[src/rtl/led_pkg.sv]
// Shared definitions for the seven-segment scan driver: glyph table,
// segment bit positions and the scan state type.
package led_pkg;

  // Segment bit positions within led_segment
  localparam int SEG_A  = 0;
  localparam int SEG_B  = 1;
  localparam int SEG_C  = 2;
  localparam int SEG_D  = 3;
  localparam int SEG_E  = 4;
  localparam int SEG_F  = 5;
  localparam int SEG_G  = 6;
  localparam int SEG_DP = 7;

  // Active-high abcdefg glyphs, indexed by hex nibble (entry 0 is rightmost)
  localparam logic [15:0][6:0] GLYPHS = {
    7'h71, 7'h79, 7'h5E, 7'h39, 7'h7C, 7'h77, 7'h6F, 7'h7F,
    7'h07, 7'h7D, 7'h6D, 7'h66, 7'h4F, 7'h5B, 7'h06, 7'h3F
  };

  typedef enum logic {
    BLANK = 1'b0,
    SHOW  = 1'b1
  } scan_state_t;

endpackage

[src/rtl/hex_to_7seg.sv]
// Combinational hex nibble to active-high abcdefg glyph.
module hex_to_7seg
  import led_pkg::*;
(
  input  logic [3:0] nibble,
  output logic [6:0] glyph
);

  // Table lookup of the glyph for the selected nibble
  always_comb begin
    glyph = GLYPHS[nibble];
  end

endmodule

[src/rtl/led_scan_driver.sv]
// Time-multiplexed 3-digit seven-segment driver with anti-ghosting gap,
// brightness control and frame-boundary commit of written values.
// frame_start is high during the last cycle of digit 2's slot, so a write in
// that cycle lands on the commit edge and waits for the following frame.
module led_scan_driver
  import led_pkg::*;
#(
  parameter int DIGIT_CYCLES   = 50000,
  parameter int BLANK_CYCLES   = 2000,
  parameter bit SEG_ACTIVE_LOW = 1'b1,
  parameter bit DIG_ACTIVE_LOW = 1'b1
) (
  input  logic        clk,
  input  logic        reset_n,
  input  logic        wr_en,
  input  logic [11:0] wr_data,
  input  logic [2:0]  wr_dp,
  input  logic [2:0]  wr_blank,
  input  logic [3:0]  brightness,
  output logic        update_pending,
  output logic        frame_start,
  output logic [7:0]  led_segment,
  output logic [2:0]  led_digit
);

  localparam int CW      = $clog2(DIGIT_CYCLES);
  localparam int ON_STEP = (DIGIT_CYCLES - BLANK_CYCLES) / 16;

  localparam logic [CW-1:0] CNT_LAST       = CW'(DIGIT_CYCLES - 1);
  localparam logic [CW-1:0] CNT_PRE_LAST   = CW'(DIGIT_CYCLES - 2);
  localparam logic [CW-1:0] CNT_BLANK_LAST = CW'(BLANK_CYCLES - 1);

  localparam logic [7:0] SEG_OFF = SEG_ACTIVE_LOW ? '1 : '0;
  localparam logic [2:0] DIG_OFF = DIG_ACTIVE_LOW ? '1 : '0;

  if ((BLANK_CYCLES < 1) || (DIGIT_CYCLES - BLANK_CYCLES <= 0) ||
      ((DIGIT_CYCLES - BLANK_CYCLES) % 16 != 0)) begin : g_bad_params
    $error("led_scan_driver: DIGIT_CYCLES-BLANK_CYCLES must be a nonzero multiple of 16 and BLANK_CYCLES >= 1");
  end

  logic [CW-1:0] cnt;
  logic [1:0]    idx;
  scan_state_t   state, state_next;

  logic [11:0] pend_data,  shown_data;
  logic [2:0]  pend_dp,    shown_dp;
  logic [2:0]  pend_blank, shown_blank;

  logic        slot_end, frame_end;
  logic [3:0]  nibble;
  logic [6:0]  glyph;
  logic [31:0] lit_offset, lit_len;
  logic        lit;
  logic [7:0]  seg_next;
  logic [2:0]  dig_next;

  assign slot_end  = (cnt == CNT_LAST);
  assign frame_end = slot_end && (idx == 2'd2);

  // Slot counter and digit index
  always_ff @(posedge clk or negedge reset_n) begin
    if (!reset_n) begin
      cnt <= '0;
      idx <= '0;
    end else if (slot_end) begin
      cnt <= '0;
      idx <= (idx == 2'd2) ? 2'd0 : idx + 2'd1;
    end else begin
      cnt <= cnt + 1'b1;
    end
  end

  // Scan state register
  always_ff @(posedge clk or negedge reset_n) begin
    if (!reset_n) state <= BLANK;
    else          state <= state_next;
  end

  // Next-state: leave the blank gap when cnt reaches BLANK_CYCLES, return at slot end
  always_comb begin
    state_next = state;
    case (state)
      BLANK:   if (cnt == CNT_BLANK_LAST) state_next = SHOW;
      SHOW:    if (slot_end)              state_next = BLANK;
      default: state_next = BLANK;
    endcase
  end

  // Pending write capture and frame-boundary commit into the shown value
  always_ff @(posedge clk or negedge reset_n) begin
    if (!reset_n) begin
      pend_data      <= '0;
      pend_dp        <= '0;
      pend_blank     <= '0;
      shown_data     <= '0;
      shown_dp       <= '0;
      shown_blank    <= '0;
      update_pending <= 1'b0;
      frame_start    <= 1'b0;
    end else begin
      if (frame_end && update_pending) begin
        shown_data  <= pend_data;
        shown_dp    <= pend_dp;
        shown_blank <= pend_blank;
      end
      if (wr_en) begin
        pend_data      <= wr_data;
        pend_dp        <= wr_dp;
        pend_blank     <= wr_blank;
        update_pending <= 1'b1;
      end else if (frame_end) begin
        update_pending <= 1'b0;
      end
      frame_start <= (idx == 2'd2) && (cnt == CNT_PRE_LAST);
    end
  end

  assign nibble = shown_data[{idx, 2'b00} +: 4];

  hex_to_7seg u_hex_to_7seg (
    .nibble (nibble),
    .glyph  (glyph)
  );

  // Output decode: lit pattern within the brightness window, else off pattern
  always_comb begin
    lit_offset = 32'(cnt) - 32'(BLANK_CYCLES);
    lit_len    = (32'(brightness) + 32'd1) * 32'(ON_STEP);
    lit        = (state == SHOW) && !shown_blank[idx] && (lit_offset < lit_len);
    seg_next   = '0;
    dig_next   = '0;
    if (lit) begin
      seg_next[6:0]    = glyph;
      seg_next[SEG_DP] = shown_dp[idx];
      dig_next         = 3'b001 << idx;
    end
    seg_next = seg_next ^ SEG_OFF;
    dig_next = dig_next ^ DIG_OFF;
  end

  // Registered display pins
  always_ff @(posedge clk or negedge reset_n) begin
    if (!reset_n) begin
      led_segment <= SEG_OFF;
      led_digit   <= DIG_OFF;
    end else begin
      led_segment <= seg_next;
      led_digit   <= dig_next;
    end
  end

endmodule

[config.mk]
export PLATFORM = sky130hd
export DESIGN_NAME = led_scan_driver
export DESIGN_NICKNAME = d
export VERILOG_FILES = /design/src/rtl/led_pkg.sv /design/src/rtl/hex_to_7seg.sv /design/src/rtl/led_scan_driver.sv
export SDC_FILE = /design/constraint.sdc
export NUM_CORES = 1
export LEC_CHECK = 0
export CORE_MARGIN = 3
export CORE_UTILIZATION = 45
export CTS_CLUSTER_DIAMETER = 60
export CTS_CLUSTER_SIZE = 25
export DETAILED_ROUTE_END_ITERATION = 10
export HOLD_SLACK_MARGIN = 0.06
export PLACE_DENSITY = 0.66
export SLEW_MARGIN = 20
export SYNTH_ARGS = -nofsm -noshare
export SYNTH_HDL_FRONTEND = slang
export SYNTH_SLANG_ARGS = --single-unit
[constraint.sdc]
create_clock -name clk -period 3.55 [get_ports clk]
set_clock_uncertainty 0.1 [all_clocks]
set_input_delay 0.355 -clock clk [delete_from_list [all_inputs] [get_ports clk]]
set_output_delay 0.355 -clock clk [all_outputs]
set_load 0.01 [all_outputs]
# [Word level (Yosys, flattened, before mapping)]
# Memories as Yosys holds them, arrays and structs flattened.
# Cells that the tools add are included.
[totals] regBits=68 latchBits=0 mem_bits_rw=0 romBits=112 in_bits=25 output_inout_bits=13 memories=1
[classes] add_sub_neg=4 n_mul=1 div=0 order_cmp=3 n_eq_ne=4 shift=2 mux=14 n_bitwise=3 n_reduce_logical=7
[mem_list] name="(no name shown)" words=16 word_bits=7 rd=1 rd_clocked_by_memory_dff=0 wr=0 line="hex_to_7seg.sv:11" text="glyph = GLYPHS[nibble];"
[ops] op="16-bit equality test, second input constant" count=2
[ops] op="32-bit by 17-bit < comparator with 1-bit output" count=1
[ops] op="16-bit by 11-bit subtractor with 17-bit output, second input constant" count=1
[ops] op="16-bit by 1-bit adder with 16-bit output, second input constant" count=1
[ops] op="16-bit by 11-bit equality test with 1-bit output, second input constant" count=1
[ops] op="16-bit two-way mux" count=1
[ops] op="5-bit by 9-bit multiplier with 14-bit output, second input constant" count=1
[ops] op="12-bit by 5-bit indexed part select with 4-bit output" count=1
[ops] op="8-bit two-way mux" count=1
[ops] op="8-bit inverter" count=1
[ops] op="7-bit two-way mux" count=1
[ops] op="1-bit two-way mux" count=6
[ops] op="4-bit by 1-bit adder with 5-bit output, second input constant" count=1
[ops] op="1-bit logical AND" count=5
[ops] op="4-bit by 5-bit < comparator with 1-bit output, second input constant" count=1
[ops] op="1-bit binary-select mux with 2-bit select" count=2
[ops] op="2-bit by 3-bit < comparator with 1-bit output, second input constant" count=1
[ops] op="3-bit two-way mux" count=1
[ops] op="3-bit inverter" count=1
[ops] op="1-bit by 2-bit left shift with 3-bit output, first input constant" count=1
[ops] op="2-bit by 1-bit adder with 2-bit output, second input constant" count=1
[ops] op="2-bit equality test, second input constant" count=1
[ops] op="2-bit two-way mux" count=1
[ops] op="1-bit one-hot mux with 2 select lines" count=1
[ops] op="3 further kinds" count=3

# [Logic depth before layout (Yosys ltp)]
# Gate-level depths: netlist of run 1.
[depth] depth_word=7 depth_mapped=24

# [Hierarchy]
# From an unflattened synthesis of run 1, not the netlist that was laid out.
[unflattened] cells_unflattened=432 area_unflattened_um2=4590.7
[by_module_without_submodules] module="led_scan_driver" n_inst=1 cells_each=399 area_each_um2=4302.9
[by_module_without_submodules] module="hex_to_7seg" n_inst=1 cells_each=33 area_each_um2=287.8

# [Worst setup path after synthesis of run 1]
# No wires, ideal clock.
[synth_path] path_kind="in2reg" startpoint="in brightness[0]" endpoint="reg led_segment[3]" t_arrival_ns=5.303 required_ns=3.356 path_slack_ns=-1.947 cell_stages=23 path_buffers=1 cell_sequence="ha_1 > xor2_1 > inv_1 > fa_1 > inv_1 > ha_1 > inv_1 > fa_1 > inv_1 > ha_1 > nor2b_1 > o21ai_1 > a21boi_0 > o41ai_2 > or4b_2 > o211a_1 > ha_1 > and4_1 > a221oi_1 > a32oi_1 > a21oi_1 > buf_2 > o211ai_1"
[synth_between] elab_chain_len=6
[synth_lines] item="start, declared" line="led_scan_driver.sv:19" text="input logic [3:0] brightness,"
[synth_lines] item="4-bit by 1-bit adder with 5-bit output" line="led_scan_driver.sv:128" text="lit_len = (32'(brightness) + 32'd1) * 32'(ON_STEP);"
[synth_lines] item="5-bit by 9-bit multiplier with 14-bit output" line="led_scan_driver.sv:128"
[synth_lines] item="32-bit by 17-bit < comparator with 1-bit output" line="led_scan_driver.sv:129" text="lit = (state == SHOW) && !shown_blank[idx] && (lit_offset < lit_len);"
[synth_lines] item="1-bit logical AND" line="led_scan_driver.sv:129"
[synth_lines] item="8-bit two-way mux" line="led_scan_driver.sv:132" text="if (lit) begin"
[synth_lines] item="8-bit inverter (no source line)"
[synth_lines] item="net seg_next[3]" line="led_scan_driver.sv:54" text="logic [7:0] seg_next;"
[synth_lines] item="end signal, assigned" line="led_scan_driver.sv:147" text="led_segment <= seg_next;"
[synth_lines] item="end, declared" line="led_scan_driver.sv:22" text="output logic [7:0] led_segment,"
# The timed path passes the listed nets, and every way through them passes these cells.
# A chain may end at the register's enable or synchronous reset.

# [Worst setup path after layout of run 1]
# Same ends and word-level chain as after synthesis.

==> reports/metrics.yaml, run 1 <==
status: "finished with violations"
violations: "negative setup slack"
post-route-cell-area_mm2: 0.00588
syn_to_final_growth_pct: 29.0
p_leak_nw: 2.70
vias_per_cell: 5.12
wl_um: 9490
hp-class: "in -> async"
cts_root_buf: "clkbuf_8"
post-route-min-period_ns: 4.90
core_mm2: 0.00982
finalNonFillerCells: 653
die_y_um: 107
finalSetupViolCount: 11
clk_pin_slew_ns: 0.08
p_per_area_mw_per_mm2: 433
synth_ff_type: "dfrtp_1"
critPathKind: "in -> reg"
syn_area_per_cell_um2: 10.7
ios: 38
dpl_cell_area_mm2: 0.00544
wire_per_inst_um: 14.5
critPathMaxFanout: 4
crit_top_cell: "ha_4"
die_area_mm2: 0.0114
rsz0062_at_grt: "yes"
worstPathRequired_ns: 3.70
use_met1_pct: 24.2
numCtsBuffers: 9
synth.net_count: 511
worst_skew_pair.late_latency_ns: 0.34
cts_tree: "yes"
ys_seq_area_share_pct: 37.6
worst_slack_ns: -1.35
cp.arrival_ns: 5.05
grt.overflow.total: 0
drc_errors: 0
drt_pass1_iterations: 4
portBuffers: 37
grt_pass1_vias: 3503
ys_ff_latch: 68
grt_max_degree: 42
rows: 36
startpoint_type: "primary input"
place_congestion: 0.824
ir_worst_vdd_uv: 287
n_antenna_cell: 0
async_flop_share_pct: 100
grt_pass1_wl_um: 16800
fin_crit_sh_pct: 138
synth.distinct_cells: 57
grt_util_all_layers_pct: 18.3
grt-busiest-layer: "met2"
power_mw: 2.55
ant_nets: 0
setup-tns-final_ns: -14.53
synthCells: 426
antenna_found_initial: 0
synth_warnings: 0
vias: 3342
slew_viol_final: 0
drt_iter0_drc: 200
htree_levels: 3
critPathBufInv: 5
hpwl_um: 7130
finalHoldWorstSlack_ns: 0.0446
critPathMaxStageDelay_ns: 0.56
dp.cells: 625
timing.fmax_mhz: 204
fin_nets: 600
die_w_um: 107
cts.sinks: 68
finalHoldViolCount: 0
drv_cap: 0
crit_slowest_cell: "fa_1"
use_met2_pct: 31.2
relSlewSlack_pct: 39.7
crit_path_end_kind: "register"
drive_gt1_share_pct: 31.2
netlist_area_mm2: 0.00456
pre_cts_ws_ns: -2.42
synth-edff-count: 0
post-route-util_pct: 59.9
max_slew.worst_pin.slew_ns: 0.904
use_met3_pct: 3.07
cpLargestDelayFamily: "adder cells"
worstPathCellList: "buf_12 > ha_4 > and3_4 > fa_1 > inv_2 > ha_4 > inv_2 > fa_1 > inv_2 > ha_4 > nor2b_4 > o21ai_2 > a21boi_2 > o41ai_2 > or4b_4 > o211a_1 > ha_4 > and4_4 > a221oi_2 > a32oi_1 > a21oi_2 > buf_4 > o211ai_1"
clockBufferDepth: 2
start_util_pct: 46.4
-- timing repair --
| item | 4_1_cts | 5_1_grt |
|---|---|---|
| setup endpoints to repair | 11 | 11 |
| pin swaps | 26 | 18 |
| gates cloned | 1 | 0 |
| hold buffers | 0 | 0 |
| gates resized for setup | 37 | 9 |
| buffers inserted | 7 | 4 |
-- cells by family after synthesis --
logic type               Yosys count  synth area share, %
adder cells (fa/ha/maj)           60                 18.1
XOR/XNOR                          34                 6.53
buffers and inverters             45                 4.12
AND/OR/NAND/NOR                  109                 12.5
multiplexers                      44                 11.5
flip-flops                        68                 37.6
AO/OA/AOI/OAI                     66                 9.61
-- cell type report --
type	count	area, um2
well taps	133	166
inverters	31	118
fillers	856	3940
multi-input cells	313	2880
clock inverters	7	67.6
clock buffers	9	124
flip-flops and latches	68	1720
repair buffers	92	807
-- state kept, by name, indices dropped and copies added (netlist names), 3 cells and up --
name and cells:
shown_dp 3, pend_dp 3, shown_blank 3, led_segment 8, led_digit 3, shown_data 12
cnt 16, pend_data 12, pend_blank 3
-- where the power goes --
part           switching, mW  internal [mW]  total, mW  leakage (nW)
clock network          0.296          0.320      0.616        0.0926
logic                  0.518          0.605       1.12          1.76
registers             0.0107          0.795      0.806         0.852
-- placed cells by master, fill, tap and decap left out, types with 6 or more instances in the layout --
| master | n |
|---|---|
| mux2i_1 | 8 |
| ha_4 | 7 |
| nand2_1 | 32 |
| nor2_1 | 27 |
| clkbuf_8 | 9 |
| dfrtp_1 | 57 |
| xor2_1 | 20 |
| ha_1 | 43 |
| inv_1 | 25 |
| mux2_4 | 10 |
| nor3_1 | 7 |
| buf_4 | 51 |
| nand3_1 | 8 |
| a21oi_1 | 14 |
| xnor2_1 | 12 |
| o21ai_0 | 15 |
| dfstp_2 | 11 |
| fa_1 | 9 |
| mux2_2 | 26 |
| clkdlybuf4s50_1 | 32 |
| a21o_1 | 6 |
-- Yosys cell counts, types with 3 or more instances --
master / n / area share, %
nand4_1: 5 / 0.69
and4_1: 4 / 0.77
o21ai_0: 15 / 1.6
o211ai_1: 3 / 0.49
nor2_1: 27 / 2.2
nand3_1: 10 / 1.1
fa_1: 10 / 4.4
a211oi_1: 3 / 0.49
inv_1: 30 / 2.5
xnor2_1: 13 / 2.5
a21o_1: 6 / 0.99
nand2_1: 33 / 2.7
nor3_1: 7 / 0.77
mux2_2: 26 / 6.4
ha_1: 50 / 14
a22oi_1: 4 / 0.66
mux2_4: 10 / 3.3
xor2_1: 21 / 4.0
a21oi_1: 17 / 1.9
and3_1: 4 / 0.55
dfstp_2: 11 / 6.3
mux2i_1: 8 / 1.8
dfrtp_1: 57 / 31
clkbuf_1: 9 / 0.74
-- worst paths after layout --
kind                          startpoint        endpoint  slack [ns]  cells after the start
min reg2reg                       cnt[0]          cnt[0]        0.40                      1
min                              reset_n         cnt[13]        0.04                      1
max in group asynchronous        reset_n  shown_blank[0]        2.54                      2
max                        brightness[0]  led_segment[3]       -1.35                     23
max reg2reg                       cnt[4]  led_segment[3]        0.38                     13
min in group clk                  cnt[0]          cnt[0]        0.40                      1
-- routing by layer --
layer,up-vias,routed length (um),part of all wire [%]
met5,-,0,0
met4,0,102,1.1
met3,10,191,2.0
met2,34,4810,51
met1,1619,4390,46
li1,1679,-,-
Power figures use the tool's default switching activity.
==> inputs of run 2 (changes only) <==
Settings changed: GPL_TIMING_DRIVEN set to 0, SLEW_MARGIN 20 to not set.
==> run 2 against run 1 <==
The run still ends with negative setup slack left. Sequential power is essentially flat. Routed wire length down 6.2%. Die area did not move. Via count decreased by 2.0%.
==> reports/metrics.yaml, run 2 (synthesis results as in run 1) <==
status: "finished with violations"
violations: "negative setup slack"
startpoint_type: "primary input"
drive_gt1_share_pct: 24.2
rows: 36
multi_input_area_mm2: 0.00283
setup-tns-final_ns: -15.44
ios: 38
worst_slack_ns: -1.43
crit_top_cell: "inv_2"
place_congestion: 0.799
ant_nets: 0
pwr-share-seq_pct: 33.5
worst_skew_pair.late_latency_ns: 0.34
p_leak_nw: 2.55
htree_levels: 3
fill_cells: 871
critPathMaxFanout: 5
final_common_cell: "dfrtp_1"
drv_cap: 0
finalHoldWorstSlack_ns: 0.405
grt_pass1_wl_um: 15400
finalNonFillerCells: 628
slew_viol_final: 0
grt_util_all_layers_pct: 16.6
p_switching_uw: 776
numCtsBuffers: 9
p_int_mw: 1.63
post-route-util_pct: 57.2
timing.fmax_mhz: 201
die_y_um: 107
hold_path_depth: 1
grt_pass1_vias: 3365
die_w_um: 107
relSlewSlack_pct: 43.5
portBuffers: 36
final_cell_mix: "dfrtp_1, ha_1, nand2_1"
grt.overflow.total: 0
antenna_found_initial: 0
ir_worst_vdd_uv: 291
clockBufferDepth: 2
route.met3.wl_um: 227
p_per_area_mw_per_mm2: 429
syn_to_final_growth_pct: 23.2
fin_crit_sh_pct: 140
crit_slowest_cell: "fa_1"
critPathMaxStageDelay_ns: 0.49
rsz0062_at_grt: "yes"
drc_errors: 0
crit_path_end_kind: "register"
vias: 3274
clk_pin_slew_ns: 0.08
vias_per_cell: 5.21
dp.cells: 595
hp-class: "reg -> reg"
cts.sinks: 68
p_comb_share_pct: 38.9
core_mm2: 0.00982
top_layer: "met4"
drt_iter0_drc: 166
drt-met1-wl_um: 4070
post-route-min-period_ns: 4.98
fin_nets: 575
swShare_pct: 32.2
cts_tree: "yes"
r2r_cells: 13
register_area_mm2: 0.00172
finalHoldViolCount: 0
worstPathRequired_ns: 3.71
max_slew.worst_pin.slew_ns: 0.841
hpwl_um: 6660
wire_per_inst_um: 14.2
cp.arrival_ns: 5.13
n_antenna_cell: 0
top_register: "cnt"
finalSetupViolCount: 11
clkPwrFrac_pct: 27.6
wl_um: 8910
die_area_mm2: 0.0114
start_util_pct: 46.4
critPathKind: "in -> reg"
cts_root_buf: "clkbuf_8"
grt_max_degree: 69
reg.largest.list: "cnt (16), pend_data (12), shown_data (12)"
largest_reg_flops: 16
route.met2.wl_um: 4510
drt_pass1_iterations: 4
-- run 2: changes by cell type in the layout (fill, tap and decap cells not counted), moves of 2 or more --
cell and delta:
clkbuf_8 +2, ha_1 +2, ha_4 -2, buf_4 -34
clkbuf_1 +9
-- run 2: critical path: cells and delay by family --
family | cells | cell delay, ns
buffers and inverters | 6 | 0.44
adders and majority gates | 6 | 1.86
xor gates and xnor gates | 2 | 0.42
and+or+nand+nor | 1 | 0.07
AOI/OAI and AO/OA | 10 | 1.98
-- run 2: layout make-up --
type                       instances  area share, %
clock inverter                     5           1.05
clock buffer                      11           2.70
tap                              133           2.96
buffer                            14           1.36
sequential                        68           30.5
inverter                          31           2.09
timing repair buffer              53           8.96
multi-input combinational        313           50.3
-- run 2: power by group through the flow --
stage          clock [mW]  combinational [mW]  sequential [mW]
2_1_floorplan           0               0.618            0.817
3_3_place_gp            0               0.772            0.820
3_5_place_dp            0               0.797            0.821
4_1_cts             0.680               0.933            0.806
5_1_grt             0.720                1.06            0.809
6_report            0.664               0.937            0.806
-- run 2: what timing repair did --
item | in CTS | in global routing
gates cloned | 1 | 0
hold buffers | 1 | 0
pin swaps | 25 | 11
hold endpoints to repair | 57 | 0
resized for setup | 39 | 1
endpoints found under the setup margin | 11 | 11
buffers inserted | 15 | 0
-- run 2: final timing paths --
path                          startpoint              to  slack, ns
max reg2reg                       cnt[6]  led_segment[3]       0.32
min reg2reg                 pend_data[7]   shown_data[7]       0.40
max in group asynchronous        reset_n          cnt[3]       2.25
max                        brightness[1]  led_segment[3]      -1.43
min in group asynchronous        reset_n   shown_data[8]       0.56
min                         pend_data[7]   shown_data[7]       0.40
-- run 2: routing by layer --
layer  global-route usage [%]  up-vias
met5                        0        -
met4                     4.57        0
met3                     3.13        9
met2                     28.1       41
met1                     21.9     1598
li1                         -     1626
-- run 2: metrics by stage --
stage / total power [mW] / cell area (um2) / setup slack, ns
finish: 2.41 / 5620 / -1.43
global placement: 1.59 / 5190 / -2.73
detailed placement: 1.62 / 5180 / -2.76
floorplan: 1.43 / 4660 / -1.47
global route: 2.59 / 5620 / -1.67
CTS: 2.42 / 5610 / -1.43
==> inputs of run 3 (changes only) <==
Settings changed: REMOVE_ABC_BUFFERS set to 1.
==> run 3 against run 2 <==
The flow still finishes with violations (negative setup slack). Final cell count decreased by 1.4%. First-iteration DRC count is 20% lower. Fmax down 2.2%. Non-clock buffer count is 9 lower. Critical endpoint is now led_digit[1].
==> reports/metrics.yaml, run 3 (synthesis results as in run 1) <==
post-route-util_pct: 57.6
ios: 38
max_slew.worst_pin.slew_ns: 0.841
reg2reg_to: "led_digit[1]"
violations: "negative setup slack"
r2r_cells: 13
p_per_area_mw_per_mm2: 443
drv_cap: 0
slew_viol_final: 0
wl_um: 8860
p_switching_uw: 812
start_util_pct: 46.4
grt_util_all_layers_pct: 16.5
antenna_found_initial: 0
drive_gt1_share_pct: 25.9
cts_tree: "yes"
clockBufferDepth: 2
drc_errors: 0
die_w_um: 107
status: "finished with violations"
setup-tns-final_ns: -16.29
timing.fmax_mhz: 197
ant_nets: 0
worstPathCellList: "buf_12 > ha_4 > xor2_2 > buf_6 > fa_2 > fa_2 > inv_2 > fa_1 > inv_2 > ha_4 > o21a_1 > a2111oi_4 > o21bai_1 > a21o_1 > a21oi_2 > xor2_1 > ha_1 > a21oi_1 > nand2_1 > a221oi_4 > a32oi_2 > a21oi_4 > buf_12 > nand3b_1"
rows: 36
numCtsBuffers: 9
reg.largest.list: "cnt (16), pend_data (12), shown_data (12)"
grt_pass1_vias: 3273
crit_slowest_cell: "fa_2"
vias: 3203
final_common_cell: "dfrtp_1"
core_mm2: 0.00982
pwr-share-seq_pct: 32.1
die_y_um: 107
hp-class: "reg -> reg"
largest_reg_flops: 16
pre_cts_ws_ns: -3.88
hold_path_depth: 1
drt_pass1_iterations: 4
cp.arrival_ns: 5.22
cts_root_buf: "clkbuf_8"
finalHoldViolCount: 0
clk_pin_slew_ns: 0.07
top_register: "cnt"
grt.overflow.total: 0
post-route-min-period_ns: 5.09
ir_worst_vdd_uv: 304
critPathMaxStageDelay_ns: 0.60
vias_per_cell: 5.17
grt_max_degree: 69
crit_path_end_kind: "register"
n_antenna_cell: 0
cts.sinks: 68
drt_iter0_drc: 132
portBuffers: 37
syn_to_final_growth_pct: 24.1
htree_levels: 3
die_area_mm2: 0.0114
grt_pass1_wl_um: 15300
startpoint_type: "primary input"
hpwl_um: 6330
place_congestion: 0.787
p_comb_share_pct: 39.9
swShare_pct: 32.4
relSlewSlack_pct: 43.8
crit_end: "led_digit[1]"
worstPathRequired_ns: 3.69
p_leak_nw: 2.57
rsz0062_at_grt: "yes"
worst_skew_pair.late_latency_ns: 0.33
finalSetupViolCount: 11
wire_per_inst_um: 14.3
finalHoldWorstSlack_ns: 0.404
final_cell_mix: "dfrtp_1, ha_1, clkdlybuf4s50_1"
r2r_slack_ns: 0.31
fin_nets: 566
critPathKind: "in -> reg"
p_int_mw: 1.69
critPathMaxFanout: 7
cp-startpoint: "brightness[1]"
power_mw: 2.51
worst_slack_ns: -1.54
worstReg2RegStart: "cnt[4]"
clkPwrFrac_pct: 28.0
fin_crit_sh_pct: 143
-- run 3: timing repair --
action	CTS	global route
buffers inserted	18	3
setup endpoints to repair	11	11
resized for setup	59	8
pin swaps	22	3
hold buffers	1	0
hold endpoints to repair	57	0
-- run 3: critical path: cells and delay by family --
| kind | cells | cell delay (ns) |
|---|---|---|
| adders and majority gates | 6 | 2.14 |
| AOI/OAI and AO/OA | 9 | 1.69 |
| buffers and inverters | 5 | 0.47 |
| xor gates and xnor gates | 2 | 0.36 |
| and+or+nand+nor | 2 | 0.18 |
-- run 3: worst min-delay path by stage --
stage                    from             end  slack [ns]
2_1_floorplan         reset_n          cnt[0]       -0.04
3_3_place_gp            state           state        0.39
3_5_place_dp     pend_data[8]   shown_data[8]        0.39
4_1_cts                 state           state        0.40
5_1_grt        shown_blank[0]  shown_blank[0]        0.43
6_report               cnt[0]          cnt[0]        0.40
-- run 3: per-layer routing --
metal  vias to the layer above  share of wire, %  GRT usage (%)
li1                       1605                 -              -
met1                      1552                45           21.1
met2                        39                51           29.2
met3                         7               2.7           2.59
met4                         0              0.87           4.38
met5                         -                 0              0
-- run 3: metrics by stage --
stage	cell area [um2]	cells
global placement	5020	582
CTS	5610	616
detailed placement	5020	582
finish	5660	619
floorplan	4490	412
global route	5660	619
-- run 3: power groups by stage --
stage	clock network (mW)	logic (mW)	registers, mW
after floorplan	0	0.563	0.817
after global placement	0	0.717	0.820
after detailed placement	0	0.745	0.821
after CTS	0.722	0.975	0.806
after global routing	0.762	1.12	0.809
final	0.702	0.999	0.805
-- run 3: final cells by class --
class                      instances  area (um2)
tap                              133         166
clock inverter                     7        98.8
clock buffer                       9         124
multi-input combinational        313        2870
fill                             886        4160
sequential                        68        1720
inverter                          31         118
timing repair buffer              58         564
